$ cat src/rtl/instr_feeder_pkg.sv
// rtl/instr_feeder_pkg.sv - shared opcodes, word width and feeder state encoding
package instr_feeder_pkg;

    localparam int DATA_W = 9;

    localparam logic [2:0] OP_MV   = 3'b000;
    localparam logic [2:0] OP_MVI  = 3'b001;
    localparam logic [2:0] OP_ADD  = 3'b010;
    localparam logic [2:0] OP_SUB  = 3'b011;
    localparam logic [2:0] OP_HALT = 3'b111;

    typedef enum logic [2:0] {
        ST_IDLE,
        ST_FETCH,
        ST_WAIT,
        ST_IMMW,
        ST_ISSUE,
        ST_EXEC,
        ST_HALT
`ifdef FEEDER_SINGLE_STEP_EN
        , ST_STEPW
`endif
    } feeder_state_t;

    // Opcodes 100..110 have no proc implementation and would never raise Done.
    function automatic logic is_illegal(input logic [2:0] op);
        return op[2] && (op != OP_HALT);
    endfunction

endpackage

$ cat src/rtl/instr_feeder_pc.sv
// rtl/instr_feeder_pc.sv - program counter with reset load, +1/+2 steps and modulo wrap
module instr_feeder_pc #(
    parameter int ADDR_W   = 5,
    parameter int START_PC = 0
) (
    input  logic              i_clk,
    input  logic              i_rst_n,
    input  logic              i_inc1,
    input  logic              i_inc2,
    output logic [ADDR_W-1:0] o_pc,
    output logic [ADDR_W-1:0] o_pc_p1
);

    logic [ADDR_W-1:0] r_pc;

    // Natural ADDR_W-bit overflow gives the wrap from 2**ADDR_W-1 to 0.
    always_ff @(posedge i_clk or negedge i_rst_n) begin
        if (!i_rst_n) begin
            r_pc <= ADDR_W'(START_PC);
        end else if (i_inc2) begin
            r_pc <= r_pc + ADDR_W'(2);
        end else if (i_inc1) begin
            r_pc <= r_pc + ADDR_W'(1);
        end
    end

    assign o_pc    = r_pc;
    assign o_pc_p1 = r_pc + ADDR_W'(1);

endmodule

$ cat src/rtl/instr_feeder.sv
// rtl/instr_feeder.sv - fetch stage feeding proc DIN/Run from a sync ROM
// Optional single-step mode (Step input, STEPW state) when FEEDER_SINGLE_STEP_EN is defined.
module instr_feeder
    import instr_feeder_pkg::*;
#(
    parameter int ADDR_W   = 5,
    parameter int START_PC = 0
) (
    input  logic              i_clk,
    input  logic              i_rst_n,
    input  logic              i_start,
    input  logic              i_done,
`ifdef FEEDER_SINGLE_STEP_EN
    input  logic              i_step,
`endif
    input  logic [DATA_W-1:0] i_mem_rdata,
    output logic [ADDR_W-1:0] o_mem_addr,
    output logic [DATA_W-1:0] o_din,
    output logic              o_run,
    output logic              o_busy,
    output logic              o_halted,
    output logic              o_err,
    output logic [ADDR_W-1:0] o_pc
);

    feeder_state_t     r_state;
    logic              r_lat;
    logic [DATA_W-1:0] r_ir;
    logic [DATA_W-1:0] r_imm;

    logic [2:0]        w_op;
    logic              w_ir_mvi;
    logic              w_exec_done;
    logic              w_inc1;
    logic              w_inc2;
    logic [ADDR_W-1:0] w_pc;
    logic [ADDR_W-1:0] w_pc_p1;

    assign w_op        = i_mem_rdata[DATA_W-1 -: 3];
    assign w_ir_mvi    = (r_ir[DATA_W-1 -: 3] == OP_MVI);
    assign w_exec_done = (r_state == ST_EXEC) && i_done;
    assign w_inc2      = w_exec_done && w_ir_mvi;
    assign w_inc1      = (w_exec_done && !w_ir_mvi)
                       || ((r_state == ST_WAIT) && r_lat && is_illegal(w_op))
                       || ((r_state == ST_HALT) && i_start);

    instr_feeder_pc #(
        .ADDR_W   (ADDR_W),
        .START_PC (START_PC)
    ) u_pc (
        .i_clk   (i_clk),
        .i_rst_n (i_rst_n),
        .i_inc1  (w_inc1),
        .i_inc2  (w_inc2),
        .o_pc    (w_pc),
        .o_pc_p1 (w_pc_p1)
    );

    assign o_pc = w_pc;

    always_ff @(posedge i_clk or negedge i_rst_n) begin
        if (!i_rst_n) begin
            r_state    <= ST_IDLE;
            r_lat      <= 1'b0;
            r_ir       <= '0;
            r_imm      <= '0;
            o_mem_addr <= ADDR_W'(START_PC);
            o_din      <= '0;
            o_run      <= 1'b0;
            o_busy     <= 1'b0;
            o_halted   <= 1'b0;
            o_err      <= 1'b0;
        end else begin
            o_run <= 1'b0;
            case (r_state)
                ST_IDLE: begin
                    if (i_start) begin
                        o_busy  <= 1'b1;
                        r_state <= ST_FETCH;
                    end
                end
                ST_FETCH: begin
                    o_mem_addr <= w_pc;
                    r_lat      <= 1'b0;
                    r_state    <= ST_WAIT;
                end
                ST_WAIT: begin
                    if (!r_lat) begin
                        // Present PC+1 while the opcode is still in flight so an mvi
                        // immediate is already on mem_rdata in IMMW.
                        r_lat      <= 1'b1;
                        o_mem_addr <= w_pc_p1;
                    end else begin
                        r_ir <= i_mem_rdata;
                        if (w_op == OP_HALT) begin
                            o_busy   <= 1'b0;
                            o_halted <= 1'b1;
                            r_state  <= ST_HALT;
                        end else if (is_illegal(w_op)) begin
                            o_err   <= 1'b1;
                            r_state <= ST_FETCH;
                        end else if (w_op == OP_MVI) begin
                            r_state <= ST_IMMW;
                        end else begin
                            o_din   <= i_mem_rdata;
                            o_run   <= 1'b1;
                            r_state <= ST_ISSUE;
                        end
                    end
                end
                ST_IMMW: begin
                    r_imm   <= i_mem_rdata;
                    o_din   <= r_ir;
                    o_run   <= 1'b1;
                    r_state <= ST_ISSUE;
                end
                ST_ISSUE: begin
                    o_din   <= w_ir_mvi ? r_imm : r_ir;
                    r_state <= ST_EXEC;
                end
                ST_EXEC: begin
                    if (i_done) begin
`ifdef FEEDER_SINGLE_STEP_EN
                        r_state <= ST_STEPW;
`else
                        r_state <= ST_FETCH;
`endif
                    end
                end
                ST_HALT: begin
                    if (i_start) begin
                        o_halted <= 1'b0;
                        o_busy   <= 1'b1;
                        r_state  <= ST_FETCH;
                    end
                end
`ifdef FEEDER_SINGLE_STEP_EN
                ST_STEPW: begin
                    if (i_step) begin
                        r_state <= ST_FETCH;
                    end
                end
`endif
                default: begin
                    r_state <= ST_IDLE;
                end
            endcase
        end
    end

endmodule

$ cat config.mk
export PLATFORM = sky130hd
export DESIGN_NAME = instr_feeder
export DESIGN_NICKNAME = d
export VERILOG_FILES = /design/src/rtl/instr_feeder_pkg.sv /design/src/rtl/instr_feeder_pc.sv /design/src/rtl/instr_feeder.sv
export SDC_FILE = /design/constraint.sdc
export NUM_CORES = 1
export LEC_CHECK = 0
export CORE_MARGIN = 3
export CORE_UTILIZATION = 36
export DETAILED_ROUTE_END_ITERATION = 6
export GPL_ROUTABILITY_DRIVEN = 0
export SYNTH_ARGS = -nofsm -noshare
export SYNTH_HDL_FRONTEND = slang
export SYNTH_SLANG_ARGS = --single-unit
$ cat constraint.sdc
create_clock -name i_clk -period 1.67 [get_ports i_clk]
set_clock_uncertainty 0.1 [all_clocks]
set_input_delay 0.501 -clock i_clk [delete_from_list [all_inputs] [get_ports i_clk]]
set_output_delay 0.501 -clock i_clk [all_outputs]
set_load 0.005 [all_outputs]
==> reports/results.tsv, run 1 <==
metric	value	unit
worst_pin_slew	0.363	ns
fin_util	57.0	%
drtAntennaViolNets	0	
synth_fp_nets	215	
r2r-end	u_pc.o_pc[1]	
finalPower	6.22	mW
die_area	6970	µm²
fin_cells	358	
relSlewSlack	75.8	%
cp-end-kind	flip-flop	
critPathRequiredTime	1.75	ns
cts.hold.buffers_added	0	
critPathLaunch	r_state[0]	
use_met2	26.4	%
crit_type	reg2reg	
drt_wl_total	5400	µm
crit_arrival	1.87	ns
hold_slack	0.0592	ns
p_per_area	1940	nW/µm²
yosys.area.top_type	dfrtp_1	
drv_slew	0	
rr_worst_depth	6	
path_clk_slew	0.09	ns
start_util	38.3	%
rsz0062_at_grt	yes	
overflow	0	
core	5640	µm²
cp-start-kind	flip-flop	
path_delay_family	simple AND/OR/NAND/NOR gates	
yosysTopAreaCellShare	52.1	%
nets	300	
ys_types	47	
syn_area_per_cell	10.8	µm²
area_growth	48.7	%
synth_area_leaders	dfrtp_1, mux2_2, a21oi_1	
num_rows	27	
antenna_found_initial	0	
status	finished with violations	
violations	negative setup slack	
clkSinkCount	45	
drc_errors	0	
syn_inst	200	
root_buffer	clkbuf_8	
setup_viol	12	
cts_tree	yes	
htree_levels	2	
cp.buffers_inverters	1	
grt_usage	16.0	%
final.fill_count	515	
slowest_stage	dfrtp_2	
synth_seq_cells	45	
layout_setup_ws	-0.115	ns
seq_area_frac_synth	52.1	%
first_global_vias	1860	
cp_max_fo	5	
ios	36	
top_usage_layer	met2	
cp-endpoint	u_pc.o_pc[1]	
reg2reg_slack	-0.11	ns
clkLatencyLatePin	0.30	ns
hold_path_class	in2async	
final-hold-violation-count	0	
dr.pass1.iters	5	
grt_pass1_wl	9070	µm
leakagePower	1.43	nW
peakVddDrop	0.000832	V
dp.cells	335	
die_h	83.5	µm
yosys_warnings	0	
grtUsageMet1	21.2	%
async_flop_share	100	%
synth_ff_type	dfrtp_1	
multiInputGateArea	1040	µm²
min_period_over_period	107	%
cpPeakStageDelay	0.46	ns
diodes	0	
r2r-start	r_state[0]	
dpl.hpwl	3620	µm
layout-drive-gt1-share	36.7	%
seq_area	1130	µm²
drt-initial-drc-count	105	
fmax	560	MHz
num_vias	1872	
die_w	83.5	µm
port_buffers	35	
synthesis.area	2160	µm²
ctsLongestPathBuffers	2	
numCtsBuffers	5	
cp.depth	6	
synth_edf_count	0	
viasPerCell	5.23	
use_met3	3.06	%
grt_start_max_net_pins	46	
cp_cell_sequence	buf_6 -> and4b_2 -> a41oi_4 -> and2_4 -> a21o_1 -> a221o_1	
dp_slack	-0.498	ns
layout_common_cells	dfrtp_1, buf_4, dlygate4sd2_1	
detail_route.wl_per_cell	15.1	µm
timing.final.crit_period	1.78	ns
maxCapViolCount	0	
cell usage after synthesis, types with 2 or more instances:
| master | number |
|---|---|
| mux2_2 | 16 |
| buf_2 | 4 |
| a222oi_1 | 6 |
| dfrtp_1 | 45 |
| nand3_1 | 4 |
| or3_1 | 2 |
| xnor2_1 | 5 |
| o21a_1 | 2 |
| o21ai_0 | 11 |
| nand2_1 | 12 |
| clkbuf_1 | 3 |
| nor2_1 | 19 |
| ha_1 | 2 |
| nand3b_1 | 2 |
| a21oi_1 | 19 |
| a21o_1 | 2 |
| xor2_1 | 2 |
| o22ai_1 | 4 |
| inv_1 | 10 |
| nor3_1 | 3 |
worst min path at each step:
stage                        from       endpoint  slack [ns]  cells after the start
after CTS                 i_rst_n       o_din[1]        0.07                      2
after global routing      i_rst_n  o_mem_addr[0]        0.08                      2
final                     i_rst_n          o_run        0.06                      2
after floorplan           i_rst_n         o_busy        0.11                      0
after detailed placement    o_err          o_err        0.37                      1
after global placement      o_err          o_err        0.37                      1
worst reg2reg max path, delay by kind of cell, from the launching register on:
family          cells  cell delay [ns]
buf+inv             1             0.14
flops               1             0.46
simple gates        2             0.49
compound gates      3             0.48
power breakdown:
group | internal [mW] | leakage [nW] | switching, mW
Clock | 0.602 | 0.0687 | 0.392
Sequential | 1.64 | 0.526 | 0.330
Combinational | 1.82 | 0.833 | 1.44
Total | 4.06 | 1.43 | 2.16
stage by stage:
step                setup TNS, ns  instance area [µm²]
floorplan                  -0.187                 2160
global placement            -5.95                 2870
detailed placement          -6.18                 2870
CTS                        -0.274                 3110
global route                -1.58                 3210
finish                     -0.534                 3210
timing repair:
| action | in CTS | in global routing |
|---|---|---|
| cloned | 1 | 1 |
| setup endpoints to repair | 39 | 20 |
| resized for setup | 40 | 19 |
| setup buffers | 12 | 1 |
| pin swaps | 12 | 7 |
cell families (layout without fill, tap and decap cells):
family / Yosys count / count (layout) / share of synthesized area (%)
compound gates: 57 / 57 / 18.2
simple gates: 53 / 54 / 12.9
xor+xnor: 7 / 7 / 2.84
mux: 17 / 17 / 8.80
fa+ha+maj: 2 / 2 / 1.16
flops: 45 / 45 / 52.1
buf+inv: 19 / 104 / 4.05
flip-flops by register name, indices dropped and copies added (netlist names):
signal / cells
o_din: 9
o_err: 1
r_ir: 9
o_busy: 1
r_imm: 9
o_run: 1
r_state: 3
o_mem_addr: 5
r_lat: 1
u_pc.o_pc: 5
o_halted: 1
layer usage:
layer	up-vias	wire (µm)
met5	-	0
met4	0	56
met3	7	234
met2	47	2660
met1	918	2450
li1	900	-
layout make-up:
type	instances	share of cell area (%)
Clock buffer	5	2.14
Clock inverter	3	2.14
Multi-Input combinational cell	137	32.5
Tap cell	72	2.80
Timing Repair Buffer	86	24.1
Inverter	10	1.17
Sequential cell	45	35.1
(Power assumes the default switching activity.)
==> run 2: changes to the inputs <==
--- a/config.mk
+++ b/config.mk
@@ -8,7 +8,8 @@
 export CORE_MARGIN = 3
 export CORE_UTILIZATION = 36
 export DETAILED_ROUTE_END_ITERATION = 6
-export GPL_ROUTABILITY_DRIVEN = 0
+export GPL_ROUTABILITY_DRIVEN = 1
+export SLEW_MARGIN = 0
 export SYNTH_ARGS = -nofsm -noshare
 export SYNTH_HDL_FRONTEND = slang
 export SYNTH_SLANG_ARGS = --single-unit
==> results of run 2 <==
No change in the layout: final DEF, timing and power equal those of run 1.
==> edit: new RTL, settings of run 1 <==
Reset style: synchronous (`i_rst_n`), changed in 2 clocked blocks.
--- a/src/rtl/instr_feeder_pc.sv
+++ b/src/rtl/instr_feeder_pc.sv
@@ -14,7 +14,7 @@
     logic [ADDR_W-1:0] r_pc;
 
     // Natural ADDR_W-bit overflow gives the wrap from 2**ADDR_W-1 to 0.
-    always_ff @(posedge i_clk or negedge i_rst_n) begin
+    always_ff @(posedge i_clk) begin
         if (!i_rst_n) begin
             r_pc <= ADDR_W'(START_PC);
         end else if (i_inc2) begin
--- a/src/rtl/instr_feeder.sv
+++ b/src/rtl/instr_feeder.sv
@@ -58,7 +58,7 @@
 
     assign o_pc = w_pc;
 
-    always_ff @(posedge i_clk or negedge i_rst_n) begin
+    always_ff @(posedge i_clk) begin
         if (!i_rst_n) begin
             r_state    <= ST_IDLE;
             r_lat      <= 1'b0;
Function: differs if i_rst_n is asserted again (counterexample within 4 cycles, from zero or initial values and one cycle with i_rst_n low); with i_rst_n held inactive, the same outputs for 10 cycles.
==> edit against run 1 <==
  * The run still ends with setup timing left
  * Design area grew 2.3%
  * Hold slack gained 0.30 ns
  * Sequential cell count is the same
  * Global-route usage grew 1.5 points
  * Area after synthesis shrank 0.64%
  * Routed wire length grew 14%
  * Worst setup slack gained 0.024 ns
  * Die area shrank 0.59%
  * Utilization grew 1.3 points
  * Critical path type is now reg -> out
  * Largest cell class is now multi-input gates
Power is not compared: it rests on default switching activity, and its combinational part moved more than twofold at a synthesized area within 25%.
==> edit: results (changes against run 1) <==
Post-DP Area: 2912 sq um (was 2865 sq um)
Fill cells: 534 (was 515)
# Post-CTS Setup Buffers: 9 (was 12)
drt first pass iters: 6 (was 5)
failing checks: setup timing (unchanged)
pre-CTS setup slack: -0.5388 ns (was -0.4975 ns)
most instantiated cells after synthesis: dfxtp_1 (45), nand2_1 (44), a21oi_1 (33), nor2_1 (24), o21ai_0 (19) (was dfrtp_1 (45), a21oi_1 (19), nor2_1 (19), mux2_2 (16), nand2_1 (12))
status: finished with violations (unchanged)
Mapped Nets: 279 (was 215)
vias per inst: 5.200 (was 5.229)
GRT Total Usage: 0.1744 (was 0.1599)
Synth-to-Final Area Change: 53.00% (was 48.67%)
unique cell type count in the Yosys netlist: 47 (unchanged)
placed wire-length estimate: 4061 um (was 3619 um)
multi-input gates: 200 (was 137)
Final WS setup: -0.09099 ns (was -0.1147 ns)
WP data arrival: 1.16 ns (was 1.87 ns)
Crit path max-delay family: buffers and inverters (was simple AND/OR/NAND/NOR gates)
Nets: 373 (was 300)
Non-clk invs: 4 (was 10)
sequential area share after synthesis: 0.4193 (was 0.5208)
Crit path largest cell delay: 0.50 ns (was 0.46 ns)
worst hold path type: reg -> reg (was in -> async)
area used by multi-input combinational logic: 1262 sq um (was 1045 sq um)
Leakage: 1.385 nW
Post-CTS Resized: 61 (was 40)
Syn Area/Cell: 8.138 sq um (was 10.81 sq um)
buffering overhead: 0.2672 (was 0.2410)
ranking of synthesized cells by area: dfxtp_1 (42%), a21oi_1 (7.7%), nand2_1 (7.7%), o21ai_0 (4.4%), nor2_1 (4.2%) (was dfrtp_1 (52%), mux2_2 (8.3%), a21oi_1 (4.4%), nor2_1 (3.3%), a222oi_1 (2.8%))
first-pass GRT wire length: 9929 um (was 9073 um)
Worst R2R Path Depth: 4 (was 6)
Critical Path Slowest Stage Cell: clkdlybuf4s50_1 (was dfrtp_2)
iteration-0 DRC count of the detailed router: 159 (was 105)
Worst-Margin Slew: 0.4447 ns (was 0.3630 ns)
asr flop ratio synth: 0 (was 1.000)
share of layout cells above drive strength 1: 0.3454 (was 0.3671)
vias in the first global route: 2155 (was 1860)
Routed Wire Length: 6146 um (was 5397 um)
ys flop type: dfxtp_1 (was dfrtp_1)
Non-Clock Buffer Count: 102 (was 86)
DR WL/cell: 14.26 um (was 15.08 um)
Worst Path Max Fanout: 2 (was 5)
DP Cell Count: 406 (was 335)
largest net degree at the start of global routing: 26 (was 46)
final setup violation count: 13 (was 12)
setup tns final: -0.5931 ns (was -0.5342 ns)
H-tree levels: 2 (unchanged)
fraction of area in registers: 0.2817 (was 0.3515)
Layout clock area frac: 0.03502 (was 0.04282)
[edit: cell count changes in the layout (fill, tap and decap cells not counted), sizes merged, moves of 4 or more]
cell	delta
dfrtp	-45
mux2	-14
buf	+16
o21ai	+7
nor2	+5
a21oi	+15
a211oi	+4
nand2	+32
nor2b	+5
dfxtp	+45
inv	-8
[edit: per-layer routing]
layer  vias to the layer above  part of all wire  GRT usage
li1                       1122                 -          -
met1                      1056              0.45     0.2199
met2                        53              0.49     0.2923
met3                        10             0.043    0.03274
met4                         0             0.016    0.06984
met5                         -                 0          0
[edit: power breakdown]
group | leakage [nW] | internal, mW | switching, mW
sequential | 0.374 | 1.16 | 0.0454
combinational | 0.957 | 0.412 | 0.346
clock | 0.0543 | 0.448 | 0.398
total | 1.38 | 2.02 | 0.790
[edit: worst min-delay path, stage by stage, from the launching register on]
cell,delay (ns)
dfxtp_1,0.32
nand2_1,0.05
a21oi_1,0.05
[edit: worst paths after layout]
| path | from | to | slack [ns] |
|---|---|---|---|
| worst max-delay path | u_pc.o_pc[3]$_SDFFE_PN0P_ | o_pc[3] | -0.09 |
| worst min-delay path | r_imm[1]$_SDFFE_PN0N_ | r_imm[1]$_SDFFE_PN0N_ | 0.36 |
| worst max register to register | r_state[1]$_SDFFE_PN0P_ | o_din[5]$_SDFFE_PN0P_ | -0.09 |
| worst min register to register | r_imm[1]$_SDFFE_PN0N_ | r_imm[1]$_SDFFE_PN0N_ | 0.36 |
[edit: logic make-up after synthesis]
kind of cell | after synthesis | share of synthesized area
compound gates | 79 | 0.2347
mux | 3 | 0.01514
flops | 45 | 0.4193
xor+xnor | 8 | 0.03262
fa+ha+maj | 2 | 0.01165
simple gates | 107 | 0.2446
buf+inv | 20 | 0.04193
